### src/rtl/mem_arbiter_pkg.sv
// rtl/mem_arbiter_pkg.sv - shared types for the I/D line-fetch arbiter.
// Holds the arbiter state encoding and the cache-line offset width.
package rv32i_types;

   localparam int OFFSET_W = 5;

   typedef enum logic [1:0] {
      IDLE    = 2'd0,
      GRANT_I = 2'd1,
      GRANT_D = 2'd2
   } arb_state_t;

   // Clears the byte-within-line bits so downstream always sees a line address.
   function automatic logic [31:0] line_align(input logic [31:0] addr);
      return addr & ~((32'd1 << OFFSET_W) - 32'd1);
   endfunction

endpackage

### src/rtl/mem_arbiter_if.sv
// rtl/mem_arbiter_if.sv - requester and downstream memory bus bundle.
// slave is the arbiter's view; master is the requester/memory side.
interface mem_arbiter_if #(
   parameter int LINE_W = 256
);
   logic              i_read;
   logic [31:0]       i_address;
   logic [LINE_W-1:0] i_rdata;
   logic              i_resp;

   logic              d_read;
   logic              d_write;
   logic [31:0]       d_address;
   logic [LINE_W-1:0] d_wdata;
   logic [LINE_W-1:0] d_rdata;
   logic              d_resp;

   logic              pmem_read;
   logic              pmem_write;
   logic [31:0]       pmem_address;
   logic [LINE_W-1:0] pmem_wdata;
   logic [LINE_W-1:0] pmem_rdata;
   logic              pmem_resp;

   modport slave (
      input  i_read, i_address, d_read, d_write, d_address, d_wdata,
             pmem_rdata, pmem_resp,
      output i_rdata, i_resp, d_rdata, d_resp,
             pmem_read, pmem_write, pmem_address, pmem_wdata
   );

   modport master (
      output i_read, i_address, d_read, d_write, d_address, d_wdata,
             pmem_rdata, pmem_resp,
      input  i_rdata, i_resp, d_rdata, d_resp,
             pmem_read, pmem_write, pmem_address, pmem_wdata
   );

endinterface

### src/rtl/mem_arbiter_wait_ctr.sv
// rtl/mem_arbiter_wait_ctr.sv - saturating grant-duration counter.
// Cleared at each grant, counts grant cycles, sticks at MAX_WAIT.
module arb_wait_ctr #(
   parameter int MAX_WAIT = 255,
   parameter int CNT_W    = $clog2(MAX_WAIT + 1)
) (
   input  logic             clk,
   input  logic             rst,
   input  logic             clr,
   input  logic             en,
   output logic [CNT_W-1:0] count,
   output logic             at_max
);

   logic [CNT_W-1:0] count_q;
   logic [CNT_W-1:0] count_d;

   assign at_max = (count_q == CNT_W'(MAX_WAIT));
   assign count  = count_q;

   always_comb begin
      count_d = count_q;
      if (clr) begin
         count_d = '0;
      end else if (en && !at_max) begin
         count_d = count_q + CNT_W'(1);
      end
   end

   always_ff @(posedge clk or negedge rst) begin
      if (!rst) begin
         count_q <= '0;
      end else begin
         count_q <= count_d;
      end
   end

endmodule

### src/rtl/mem_arbiter.sv
// rtl/mem_arbiter.sv - round-robin arbiter for I/D cache line traffic.
// One downstream transaction at a time; responses pass straight through.
module mem_arbiter
   import rv32i_types::*;
#(
   parameter int LINE_W   = 256,
   parameter int MAX_WAIT = 255
) (
   input  logic          clk,
   input  logic          rst,
   mem_arbiter_if.slave  bus,
   output logic          timeout_err
);

   localparam int CNT_W = $clog2(MAX_WAIT + 1);

   arb_state_t        state_q;
   logic              last_d_q;
   logic              pmem_read_q;
   logic              pmem_write_q;
   logic [31:0]       pmem_address_q;
   logic [LINE_W-1:0] pmem_wdata_q;
   logic              timeout_err_q;

   logic              i_pend;
   logic              d_pend;
   logic              pick_i;
   logic              pick_d;
   logic              in_grant;
   logic              ctr_at_max;
   logic [CNT_W-1:0]  ctr_count;

   assign i_pend   = bus.i_read;
   assign d_pend   = bus.d_read | bus.d_write;
   // last_d_q=1 means D went last, so I wins a tie.
   assign pick_i   = (state_q == IDLE) && i_pend && (!d_pend || last_d_q);
   assign pick_d   = (state_q == IDLE) && d_pend && !pick_i;
   assign in_grant = (state_q != IDLE);

   arb_wait_ctr #(
      .MAX_WAIT (MAX_WAIT),
      .CNT_W    (CNT_W)
   ) u_wait_ctr (
      .clk    (clk),
      .rst    (rst),
      .clr    (pick_i | pick_d),
      .en     (in_grant & ~ctr_at_max),
      .count  (ctr_count),
      .at_max (ctr_at_max)
   );

   always_ff @(posedge clk or negedge rst) begin
      if (!rst) begin
         state_q        <= IDLE;
         last_d_q       <= 1'b1;
         pmem_read_q    <= 1'b0;
         pmem_write_q   <= 1'b0;
         pmem_address_q <= '0;
         pmem_wdata_q   <= '0;
         timeout_err_q  <= 1'b0;
      end else begin
         // Flag rises on the same edge the counter lands on MAX_WAIT.
         if (in_grant && (ctr_at_max || ctr_count == CNT_W'(MAX_WAIT - 1))) begin
            timeout_err_q <= 1'b1;
         end
         case (state_q)
            IDLE: begin
               if (pick_i) begin
                  state_q        <= GRANT_I;
                  last_d_q       <= 1'b0;
                  pmem_read_q    <= 1'b1;
                  pmem_write_q   <= 1'b0;
                  pmem_address_q <= line_align(bus.i_address);
               end else if (pick_d) begin
                  state_q        <= GRANT_D;
                  last_d_q       <= 1'b1;
                  pmem_read_q    <= ~bus.d_write;
                  pmem_write_q   <= bus.d_write;
                  pmem_address_q <= line_align(bus.d_address);
                  pmem_wdata_q   <= bus.d_wdata;
               end
            end
            GRANT_I, GRANT_D: begin
               if (bus.pmem_resp) begin
                  state_q      <= IDLE;
                  pmem_read_q  <= 1'b0;
                  pmem_write_q <= 1'b0;
               end
            end
            default: begin
               state_q      <= IDLE;
               pmem_read_q  <= 1'b0;
               pmem_write_q <= 1'b0;
            end
         endcase
      end
   end

   assign bus.pmem_read    = pmem_read_q;
   assign bus.pmem_write   = pmem_write_q;
   assign bus.pmem_address = pmem_address_q;
   assign bus.pmem_wdata   = pmem_wdata_q;

   assign bus.i_resp  = (state_q == GRANT_I) & bus.pmem_resp;
   assign bus.d_resp  = (state_q == GRANT_D) & bus.pmem_resp;
   assign bus.i_rdata = bus.pmem_rdata;
   assign bus.d_rdata = bus.pmem_rdata;

   assign timeout_err = timeout_err_q;

endmodule

### src/flat_wrapper.sv
// flat-port wrapper written by rule: the top's interface ports become plain ports
module mem_arbiter_flat import rv32i_types::*;
#(
   parameter int LINE_W   = 256,
   parameter int MAX_WAIT = 255
)
  (clk, rst, timeout_err, bus_i_read, bus_i_address, bus_d_read, bus_d_write, bus_d_address, bus_d_wdata, bus_pmem_rdata, bus_pmem_resp, bus_i_rdata, bus_i_resp, bus_d_rdata, bus_d_resp, bus_pmem_read, bus_pmem_write, bus_pmem_address, bus_pmem_wdata);
  mem_arbiter_if #(.LINE_W(LINE_W)) bus_i ();
  input  logic clk;
  input  logic rst;
  output logic timeout_err;
  input wire logic [$bits(bus_i.i_read)-1:0] bus_i_read;
  input wire logic [$bits(bus_i.i_address)-1:0] bus_i_address;
  input wire logic [$bits(bus_i.d_read)-1:0] bus_d_read;
  input wire logic [$bits(bus_i.d_write)-1:0] bus_d_write;
  input wire logic [$bits(bus_i.d_address)-1:0] bus_d_address;
  input wire logic [$bits(bus_i.d_wdata)-1:0] bus_d_wdata;
  input wire logic [$bits(bus_i.pmem_rdata)-1:0] bus_pmem_rdata;
  input wire logic [$bits(bus_i.pmem_resp)-1:0] bus_pmem_resp;
  output wire logic [$bits(bus_i.i_rdata)-1:0] bus_i_rdata;
  output wire logic [$bits(bus_i.i_resp)-1:0] bus_i_resp;
  output wire logic [$bits(bus_i.d_rdata)-1:0] bus_d_rdata;
  output wire logic [$bits(bus_i.d_resp)-1:0] bus_d_resp;
  output wire logic [$bits(bus_i.pmem_read)-1:0] bus_pmem_read;
  output wire logic [$bits(bus_i.pmem_write)-1:0] bus_pmem_write;
  output wire logic [$bits(bus_i.pmem_address)-1:0] bus_pmem_address;
  output wire logic [$bits(bus_i.pmem_wdata)-1:0] bus_pmem_wdata;
  assign bus_i.i_read = bus_i_read;
  assign bus_i.i_address = bus_i_address;
  assign bus_i.d_read = bus_d_read;
  assign bus_i.d_write = bus_d_write;
  assign bus_i.d_address = bus_d_address;
  assign bus_i.d_wdata = bus_d_wdata;
  assign bus_i.pmem_rdata = bus_pmem_rdata;
  assign bus_i.pmem_resp = bus_pmem_resp;
  assign bus_i_rdata = bus_i.i_rdata;
  assign bus_i_resp = bus_i.i_resp;
  assign bus_d_rdata = bus_i.d_rdata;
  assign bus_d_resp = bus_i.d_resp;
  assign bus_pmem_read = bus_i.pmem_read;
  assign bus_pmem_write = bus_i.pmem_write;
  assign bus_pmem_address = bus_i.pmem_address;
  assign bus_pmem_wdata = bus_i.pmem_wdata;
  mem_arbiter #(.LINE_W(LINE_W), .MAX_WAIT(MAX_WAIT)) u_core (.clk(clk), .rst(rst), .bus(bus_i), .timeout_err(timeout_err));
endmodule
### config.mk
export PLATFORM = sky130hd
export DESIGN_NAME = mem_arbiter_flat
export DESIGN_NICKNAME = d
export VERILOG_FILES = /design/src/rtl/mem_arbiter_pkg.sv /design/src/rtl/mem_arbiter_if.sv /design/src/rtl/mem_arbiter_wait_ctr.sv /design/src/rtl/mem_arbiter.sv /design/src/flat_wrapper.sv
export SDC_FILE = /design/constraint.sdc
export NUM_CORES = 1
export LEC_CHECK = 0
export ABC_AREA = 1
export CAP_MARGIN = 20
export CORE_AREA = 2 2 535 537
export DETAILED_ROUTE_END_ITERATION = 6
export DIE_AREA = 0 0 537 539
export HOLD_SLACK_MARGIN = 0.12
export PLACE_DENSITY = 0.34
export SYNTH_ARGS = -nofsm -noshare
export SYNTH_HDL_FRONTEND = slang
export SYNTH_SLANG_ARGS = --single-unit
### constraint.sdc
create_clock -name clk -period 2.5 [get_ports clk]
set_clock_uncertainty 0.15 [all_clocks]
set_input_delay 0.375 -clock clk [delete_from_list [all_inputs] [get_ports clk]]
set_output_delay 0.375 -clock clk [all_outputs]
set_load 0.01 [all_outputs]
# --- Yosys cells after proc, flatten, opt, wreduce, memory -nomap -nowiden ---
# Index checks and enable logic that the tools add are counted.
op_classes:
  add_sub_neg: 1
  eq_ne: 6
  muxes: 17
  bitwise_logic: 8
  n_reduce_logical: 19
ops:
  columns: ["operator", "count"]
  rows:
  - ["2-to-1 mux 32 bit", 2]
  - ["equality test 8 bit, second input constant", 2]
  - ["2-to-1 mux 8 bit", 2]
  - ["adder 8 x 1 -> 8 bit, second input constant", 1]
  - ["2-to-1 mux 1 bit", 7]
  - ["logical AND 1 bit", 6]
  - ["2-to-1 mux 2 bit", 3]
  - ["nonzero test 2 bit", 3]
  - ["one-hot mux 1 bit (2 select lines)", 2]
  - ["one-hot mux 2 bit (2 select lines)", 1]
  - ["AND reduction 2 bit", 2]
  - ["AND 1 bit", 3]
  - ["logical NOT 1 bit", 3]
  - ["inequality test 3 x 1 -> 1 bit, second input constant", 1]
  - ["NOT 1 bit", 3]
  - ["AND reduction 3 bit", 1]
  - ["equality test 2 x 1 -> 1 bit, second input constant", 1]
  - ["equality test 2 bit, second input constant", 1]
  - ["logical NOT 2 bit", 1]
  - ["logical OR 1 bit", 2]
  - ["inequality test 2 bit, second input constant", 1]
  - ["OR 1 bit", 2]
  - ["OR reduction 2 bit", 1]
totals:
  reg_bits: 302
  out_inout_bits: 805

# --- Depth between registers and ports, before layout ---
# Gate-level depths: netlist of run 1.
depth:
  depth_word: 9
  ltp_mapped: 11
  depth_no_buf: 9

# --- Cells and area by module ---
# From an unflattened synthesis of run 1, not the netlist that was laid out.
hier_totals:
  cells_unflattened: 1955
  hier_area_um2: 16224.3
modules_own_cells:
  columns: ["mod", "n_inst", "cells_per_inst", "area_per_inst_um2", "seq_area_each_um2"]
  rows:
  - ["mem_arbiter", 1, 1885, 15716.3, 7233.2]
  - ["arb_wait_ctr", 1, 70, 508.0, 200.2]

# --- Worst setup path after synthesis of run 1 ---
# Ideal clock, no wire load.
synth_timing:
  kind: "register to register"
  from: "register u_core.state_q[0]"
  to: "register u_core.pmem_address_q[21], in the netlist u_core.bus.pmem_address[21]"
  setup_time_ps: 118
  arrival_ps: 1416
  t_required_ps: 2232
  path_slack_ps: 816
  path_stages_with_launch: 11
  path_cell_list: "dfrtp_1 inv_1 ha_1 nand2_1 inv_1 o21ai_2 inv_2 clkbuf_1 nand2_1 nand3_1 nand2_1"
synth_via:
  elab_chain_len: 7
  word_cells_on_any_way: 9
synth_lines:
  columns: ["item", "line", "rtl"]
  rows:
  - ["start, declared", "mem_arbiter.sv:17", "arb_state_t state_q;"]
  - ["start signal, assigned", "mem_arbiter.sv:54", "state_q <= IDLE;"]
  - ["start signal, assigned", "mem_arbiter.sv:69", "state_q <= GRANT_I;"]
  - ["start signal, assigned", "mem_arbiter.sv:75", "state_q <= GRANT_D;"]
  - ["logical NOT 2 bit *", "mem_arbiter.sv:36, mem_arbiter.sv:37, mem_arbiter.sv:66", null]
  - ["logical AND 1 bit (2 in a row)", "mem_arbiter.sv:36", "assign pick_i = (state_q == IDLE) && i_pend && (!d_pend || last_d_q);"]
  - ["logical NOT 1 bit", "mem_arbiter.sv:37", "assign pick_d = (state_q == IDLE) && d_pend && !pick_i;"]
  - ["logical AND 1 bit", "mem_arbiter.sv:37", null]
  - ["nonzero test 2 bit (no source line)", null, null]
  - ["AND reduction 2 bit (no source line)", null, null]
  - ["end signal, assigned", "mem_arbiter.sv:73", "pmem_address_q <= line_align(bus.i_address);"]
  - ["end signal, assigned", "mem_arbiter.sv:79", "pmem_address_q <= line_align(bus.d_address);"]
  - ["end, declared", "mem_arbiter.sv:21", "logic [31:0] pmem_address_q;"]
# Mark *: on every way between the ends. The rest lies on a longest branch, timed or not.
# A chain may end at the register's enable or synchronous reset.

# --- Worst setup path in the final report of run 1 ---
layout_timing:
  from: "register u_core.pmem_wdata_q[85], in the netlist u_core.bus.pmem_wdata[85]"
  to: "output port bus_pmem_wdata[85]"
layout_lines:
  columns: ["item", "line", "rtl"]
  rows:
  - ["start, declared", "mem_arbiter.sv:22", "logic [LINE_W-1:0] pmem_wdata_q;"]
  - ["start signal, assigned", "mem_arbiter.sv:80", "pmem_wdata_q <= bus.d_wdata;"]
  - ["end, declared", "flat_wrapper.sv:27", "output wire logic [$bits(bus_i.pmem_wdata)-1:0] bus_pmem_wdata;"]
# No word-level cell between the ends.

==> impl_results.md, run 1 <==
- DR vias/cell: 2.28
- Syn Inst Count: 1944
- Initial antenna violation count: 29
- Setup Buffers After CTS: 0
- R2R setup slack: 0.22 ns
- CP Cell Sequence: clkdlybuf4s50_1
- Die Span X: 537 um
- Post-synthesis simple-gate area fraction: 23.3%
- I/O pins: 1387
- Worst slack at placement: approximately 0.04 ns
- Most frequent cells in the layout: nand2_1 (917), clkdlybuf4s50_1 (582), dfrtp_1 (295)
- GR Util All Layers: 9.91%
- Share of post-route cells with drive strength above 1: 7.22%
- Commonest non-fill, non-tap cell in the layout: nand2_1
- Compound-Gate Fraction of Synth Area: less than 1%
- RSZ-0062 raised after global routing: no
- Cells after DPL: 5799
- TNS Setup: 0 ns
- CP delay by family, top: buffers and inverters
- H-tree depth: 2
- Core area: about 280000 um^2
- Largest net degree at the start of global routing: between 40 and 50
- Clock Tree Root: clkbuf_16
- Synth-to-Final Area Change: 68.5%
- # nets final: 2850
- TritonCTS clock tree: built
- Via count: 13806
- Max cap viols: 0
- Worst-Margin Slew: 0.665 ns
- Clk Latency, worst-skew pair: 0.65 ns
- Worst slew margin: a little under three fifths
- Post-synthesis cell area: 15800 um^2
- RD Place Congestion: 0.931
- Buf/Inv on CP: 1
- # rows: 196
- Fin crit share: 97.4%
- First-pass GRT wire length: 182000 um
- Vias in the first global route: 14234
- CP Capture Type: output port
- Final setup vio count: 0
- Adder-Cell Fraction of Synth Area: less than 1%
- Port bufs: approximately 600
- Cell Pwr Density: between 1000 and 1500 nW/um^2
- Final std cells w/o fill: 6063
- Die height: 539 um
- Fmax: 411 MHz
- Final slew viol count: 0
- Pleak: 11.2 nW
- Met1 Use GR: under 10%
- Clk sinks: 297
- GR peak layer: met2
- Worst Path Arrival: about 1.9 ns
- Final worst slack: 0.0645 ns
- GR Util met2: 14.0%
- Avg Cell Area, Syn: 8.14 um^2
- Post-route ant nets: 0
- Overflow left after global routing: 0
- Clock Path Buffers: 3
- Post-Route Utilization: around a tenth
- Max incr delay on CP: 0.64 ns
- Mux share of post-synthesis cell area: 0%
- Drt total wl: 149000 um
- TritonRoute pass-1 iters: 5
- Die area: 289000 um^2
- Synth Area in XOR/XNOR: 0.111%
- Yosys warning count: 0
- Avg WL per Cell: ~25 um
- CP startpoint kind: flip-flop
- Status: complete, no violations
- Residual DRC: 0
- Slowest CP cell: clkdlybuf4s50_1
- Sequential element share of the synthesized area: between 40% and 50%
- Hpwl dp: 129000 um
- Main combinational cell family by area after synthesis: buffers and inverters
- #FFs+latches synth: 297
- Peak VDD IR: 573 uV
- M3 GR Usage: 11.1%
- Clock transition at path regs: 0.05 ns
- Hold Violations, Final: 0
- Initial core utilization: 5.57%
- Worst-path fanout max: 2
- Worst path required time: between 1.5 and 2 ns
- Distinct cells, synth: 22
- CTS buffer count: 46
- Hold crit path type: input pin to flip-flop
- Crit Path Category: flip-flop to output port
- Final min period: roughly 2.4 ns
- DRT iter0 DRCs: 1009
## sequential cells by signal (all words and copies together), names as in the netlist
signal	cells
u_core.bus.pmem_address	27
u_core.bus.pmem_read	1
u_core.bus.pmem_wdata	256
u_core.u_wait_ctr.count	8
u_core.bus.pmem_write	1
u_core.timeout_err	1
u_core.last_d_q	1
u_core.state_q	2
## path summary, 6_finish.rpt
path / from / endpoint / depth (start not counted)
max reg2reg: u_core.state_q[0]$_DFFE_PN0P_ / u_core.bus.pmem_wdata[40]$_DFFE_PN0P_ / 9
max in group asynchronous: rst / u_core.bus.pmem_wdata[126]$_DFFE_PN0P_ / 4
min in group asynchronous: rst / u_core.bus.pmem_wdata[65]$_DFFE_PN0P_ / 3
max: u_core.bus.pmem_wdata[85]$_DFFE_PN0P_ / bus_pmem_wdata[85] / 1
min: bus_d_wdata[27] / u_core.bus.pmem_wdata[27]$_DFFE_PN0P_ / 3
min reg2reg: u_core.last_d_q$_DFFE_PN1P_ / u_core.last_d_q$_DFFE_PN1P_ / 2
## power breakdown
part,total (mW),switching [mW],internal [mW]
Clock,7.59,2.94,4.64
Sequential,9.04,1.88,7.16
Combinational,14.9,8.46,6.48
Total,31.6,13.3,18.3
## routing by layer
metal | routed length [um] | share of wire (%) | up-vias
li1 | - | - | 5931
met1 | 45000 | 30 | 6247
met2 | 59800 | 40 | 1323
met3 | 37200 | 25 | 299
met4 | 6590 | 4.4 | 6
met5 | 195 | 0.13 | -
## cell families after synthesis
| family | Yosys count |
|---|---|
| AO/OA/AOI/OAI | 10 |
| XOR/XNOR | 2 |
| adder cells (fa/ha/maj) | 5 |
| buffers and inverters | 659 |
| flip-flops | 297 |
| other | 1 |
| AND/OR/NAND/NOR | 970 |
## worst reg2reg max path: cells and delay by family (launching register included)
kind / cells / cell delay [ns]
buf+inv: 4 / 0.77
flops: 1 / 0.40
fa+ha+maj: 1 / 0.24
simple gates: 4 / 0.61
## cells in the mapped netlist
cell type | count | area share (%)
nand2_1 | 917 | 22
buf_4 | 541 | 26
dfrtp_1 | 296 | 47
inv_1 | 72 | 1.7
buf_2 | 35 | 1.1
nand3_1 | 34 | 1.1
nor2_1 | 16 | 0.38
clkbuf_1 | 7 | 0.17
o21ai_0 | 6 | 0.19
ha_1 | 5 | 0.40
inv_2 | 3 | 0.071
xor2_1 | 2 | 0.11
a21oi_1 | 1 | 0.032
a31o_2 | 1 | 0.055
buf_6 | 1 | 0.071
conb_1 | 1 | 0.024
dfstp_2 | 1 | 0.17
nand2_2 | 1 | 0.040
nand4_1 | 1 | 0.040
nor2_2 | 1 | 0.040
o21ai_2 | 1 | 0.055
o22ai_1 | 1 | 0.040
## per-stage QoR
step	hold WS, ns	power (mW)	cell area [um^2]
4_1_cts	0.120	32.5	26700
5_1_grt	0.152	33.9	26700
2_1_floorplan	-0.0706	14.5	15800
3_3_place_gp	0.211	24.3	23200
3_5_place_dp	0.213	24.2	23200
6_report	0.187	31.6	26700
## cell type report
| cell class | instances | area [um^2] |
|---|---|---|
| inverters | 75 | 289 |
| well taps | 3762 | 4710 |
| clock inverters | 31 | 508 |
| multi-input cells | 992 | 3860 |
| clock buffers | 53 | 1210 |
| diodes | 2 | 5.00 |
| fillers | 33091 | 257000 |
| repair buffers | 851 | 8650 |
| flip-flops and latches | 297 | 7430 |
## what timing repair did
action / CTS / global route
hold buffers: 178 / 0
gates resized for setup: 12 / 5
setup endpoints to repair: 12 / 5
endpoints found under the hold margin: 467 / 0
Power figures use the tool's default switching activity.
==> inputs of run 2 (changes only) <==
--- a/config.mk
+++ b/config.mk
@@ -7,11 +7,14 @@
 export LEC_CHECK = 0
 export ABC_AREA = 1
 export CAP_MARGIN = 20
-export CORE_AREA = 2 2 535 537
+export CELL_PAD_IN_SITES_DETAIL_PLACEMENT = 0
+export CELL_PAD_IN_SITES_GLOBAL_PLACEMENT = 1
+export CORE_AREA = 2 2 537 539
 export DETAILED_ROUTE_END_ITERATION = 6
-export DIE_AREA = 0 0 537 539
+export DIE_AREA = 0 0 539 541
 export HOLD_SLACK_MARGIN = 0.12
-export PLACE_DENSITY = 0.34
+export PLACE_DENSITY = 0.4
+export SLEW_MARGIN = 0
 export SYNTH_ARGS = -nofsm -noshare
 export SYNTH_HDL_FRONTEND = slang
 export SYNTH_SLANG_ARGS = --single-unit
==> impl_results.md, run 2 (synthesis gave the netlist of run 1 again) <==
- Uppermost routed layer: met5
- Number of flip-flops in the largest register: 256
- Filler instances: around 33000
- Most frequent cells in the layout: nand2_1 (917), clkdlybuf4s50_1 (562), dfrtp_1 (296)
- Via count: approximately 14000
- CP Capture Type: output port
- Die area: a little under 300000 um^2
- CP startpoint kind: flip-flop
- Register Area: roughly 7400 um^2
- Slowest CP cell: clkdlybuf4s50_1
- Internal Power: between 15 and 20 mW
- Max cap viols: 0
- I/O pins: about 1400
- TritonRoute pass-1 iters: 5
- Residual DRC: 0
- Worst-Margin Slew: around 0.64 ns
- Clock Tree Root: clkbuf_16
- Clk Latency, worst-skew pair: approximately 0.66 ns
- Vias in the first global route: 14490
- H-tree depth: 2
- Hold_ws: a little under 0.2 ns
- Switching share of power: 44.4%
- Peak VDD IR: 487 uV
- Worst path required time: slightly below 2 ns
- # nets final: 2870
- Overflow left after global routing: 0
- Worst slack at placement: -0.278 ns
- Fmax: 412 MHz
- Cell Pwr Density: 1170 nW/um^2
- Die height: 541 um
- Clk sinks: 297
- Worst slew margin: between 50% and 60%
- Clock transition at path regs: 0.05 ns
- CTS buffer count: 47
- Cells after DPL: a little under 6000
- Status: complete, no violations
- Setup Buffers After CTS: 0
- First-pass GRT wire length: 175000 um
- Hold Violations, Final: 0
- Placed Area: ~23000 um^2
- Initial antenna violation count: 38
- Avg WL per Cell: 23.3 um
- Die Span X: approximately 540 um
- Share of post-route cells with drive strength above 1: 6.38%
- Largest net degree at the start of global routing: between 80 and 90
- Overall Power: 31.2 mW
- Metal2 WL: 56800 um
- Buf/Inv on CP: 1
- DRT iter0 DRCs: approximately 760
- Clock share of power: 22.0%
- Power share of the sequential group: between 20% and 30%
- Crit Path Category: flip-flop to output port
- DR vias/cell: 2.24
- Commonest non-fill, non-tap cell in the layout: nand2_1
- Hold crit path type: input pin to flip-flop
- Post-route cell area: 26700 um^2
- RD Place Congestion: roughly 0.8
- WL met1: 46000 um
- Core area: 286000 um^2
- Post-Route Utilization: 9.32%
- Clock Path Buffers: 3
- Final setup vio count: 0
- RSZ-0062 raised after global routing: no
- Hpwl dp: 122000 um
- Worst Path Arrival: approximately 1.9 ns
- Pleak: 11.3 nW
- TNS Setup: 0 ns
- Port bufs: 603
- Final worst slack: roughly 0.075 ns
- Final min period: 2.42 ns
- Max incr delay on CP: 0.85 ns
- Wire length on met3: 33100 um
- Worst-path fanout max: 2
- Final std cells w/o fill: 6106
- Sw power: 13.9 mW
- GR Util All Layers: 9.42%
- Drt total wl: around 140000 um
- Synth-to-Final Area Change: 68.6%
- TritonCTS clock tree: built
- # rows: 197
- CP Cell Sequence: clkdlybuf4s50_1
- Gate power share: 49.9%
- Area of the multi-input gates: 3880 um^2
- Post-route ant nets: 0
- Initial core utilization: 5.52%
- CP delay by family, top: buffers and inverters
- Final slew viol count: 0
- Fin crit share: 97.0%
==> run 2: worst register-to-register path, stage by stage, from the launching register on <==
cell     delay, ns
dfrtp_1       0.40
inv_1         0.10
ha_1          0.25
inv_2         0.06
nor2_2        0.24
nand2_8       0.12
inv_16        0.25
buf_4         0.58
nand2_1       0.10
nand2_1       0.08
==> run 2: area by class of cell <==
cell class | instances | share of cell area [%]
Antenna cell | 5 | 0.0469
Clock buffer | 67 | 4.99
Clock inverter | 19 | 0.868
Inverter | 75 | 1.12
Multi-Input combinational cell | 992 | 14.5
Sequential cell | 297 | 27.9
Tap cell | 3781 | 17.7
Timing Repair Buffer | 870 | 32.9
==> run 2: path summary, 6_finish.rpt <==
| path | start | to | slack (ns) | cells past startpoint |
|---|---|---|---|---|
| max reg2reg | u_core.state_q[0]$_DFFE_PN0P_ | u_core.bus.pmem_wdata[53]$_DFFE_PN0P_ | 0.14 | 9 |
| max in group asynchronous | rst | u_core.last_d_q$_DFFE_PN1P_ | 1.40 | 3 |
| min | bus_d_wdata[186] | u_core.bus.pmem_wdata[186]$_DFFE_PN0P_ | 0.19 | 3 |
| min reg2reg | u_core.bus.pmem_wdata[16]$_DFFE_PN0P_ | u_core.bus.pmem_wdata[16]$_DFFE_PN0P_ | 0.33 | 2 |
| max | u_core.bus.pmem_wdata[175]$_DFFE_PN0P_ | bus_pmem_wdata[175] | 0.08 | 1 |
| min in group asynchronous | rst | u_core.bus.pmem_wdata[13]$_DFFE_PN0P_ | 0.33 | 3 |
==> run 2: timing repair <==
| action | CTS | global route |
|---|---|---|
| hold endpoints to repair | 506 | 0 |
| gates resized for setup | 21 | 13 |
| hold buffers | 212 | 0 |
| setup endpoints to repair | 89 | 45 |
==> run 2: power groups by stage <==
stage	clock [mW]	combinational [mW]	sequential [mW]
final	6.89	15.6	8.75
after global routing	7.42	17.4	9.05
after CTS	7.26	16.3	8.77
after detailed placement	0	16.0	8.73
after global placement	0	16.1	8.76
after floorplan	0	5.04	9.46
==> run 2: routing by layer <==
| metal | vias up | global-route usage, % |
|---|---|---|
| met2 | 1133 | 13.3 |
| met4 | 8 | 3.67 |
| met1 | 6247 | 8.73 |
| met3 | 305 | 10.2 |
| li1 | 5981 | - |
| met5 | - | 0.132 |
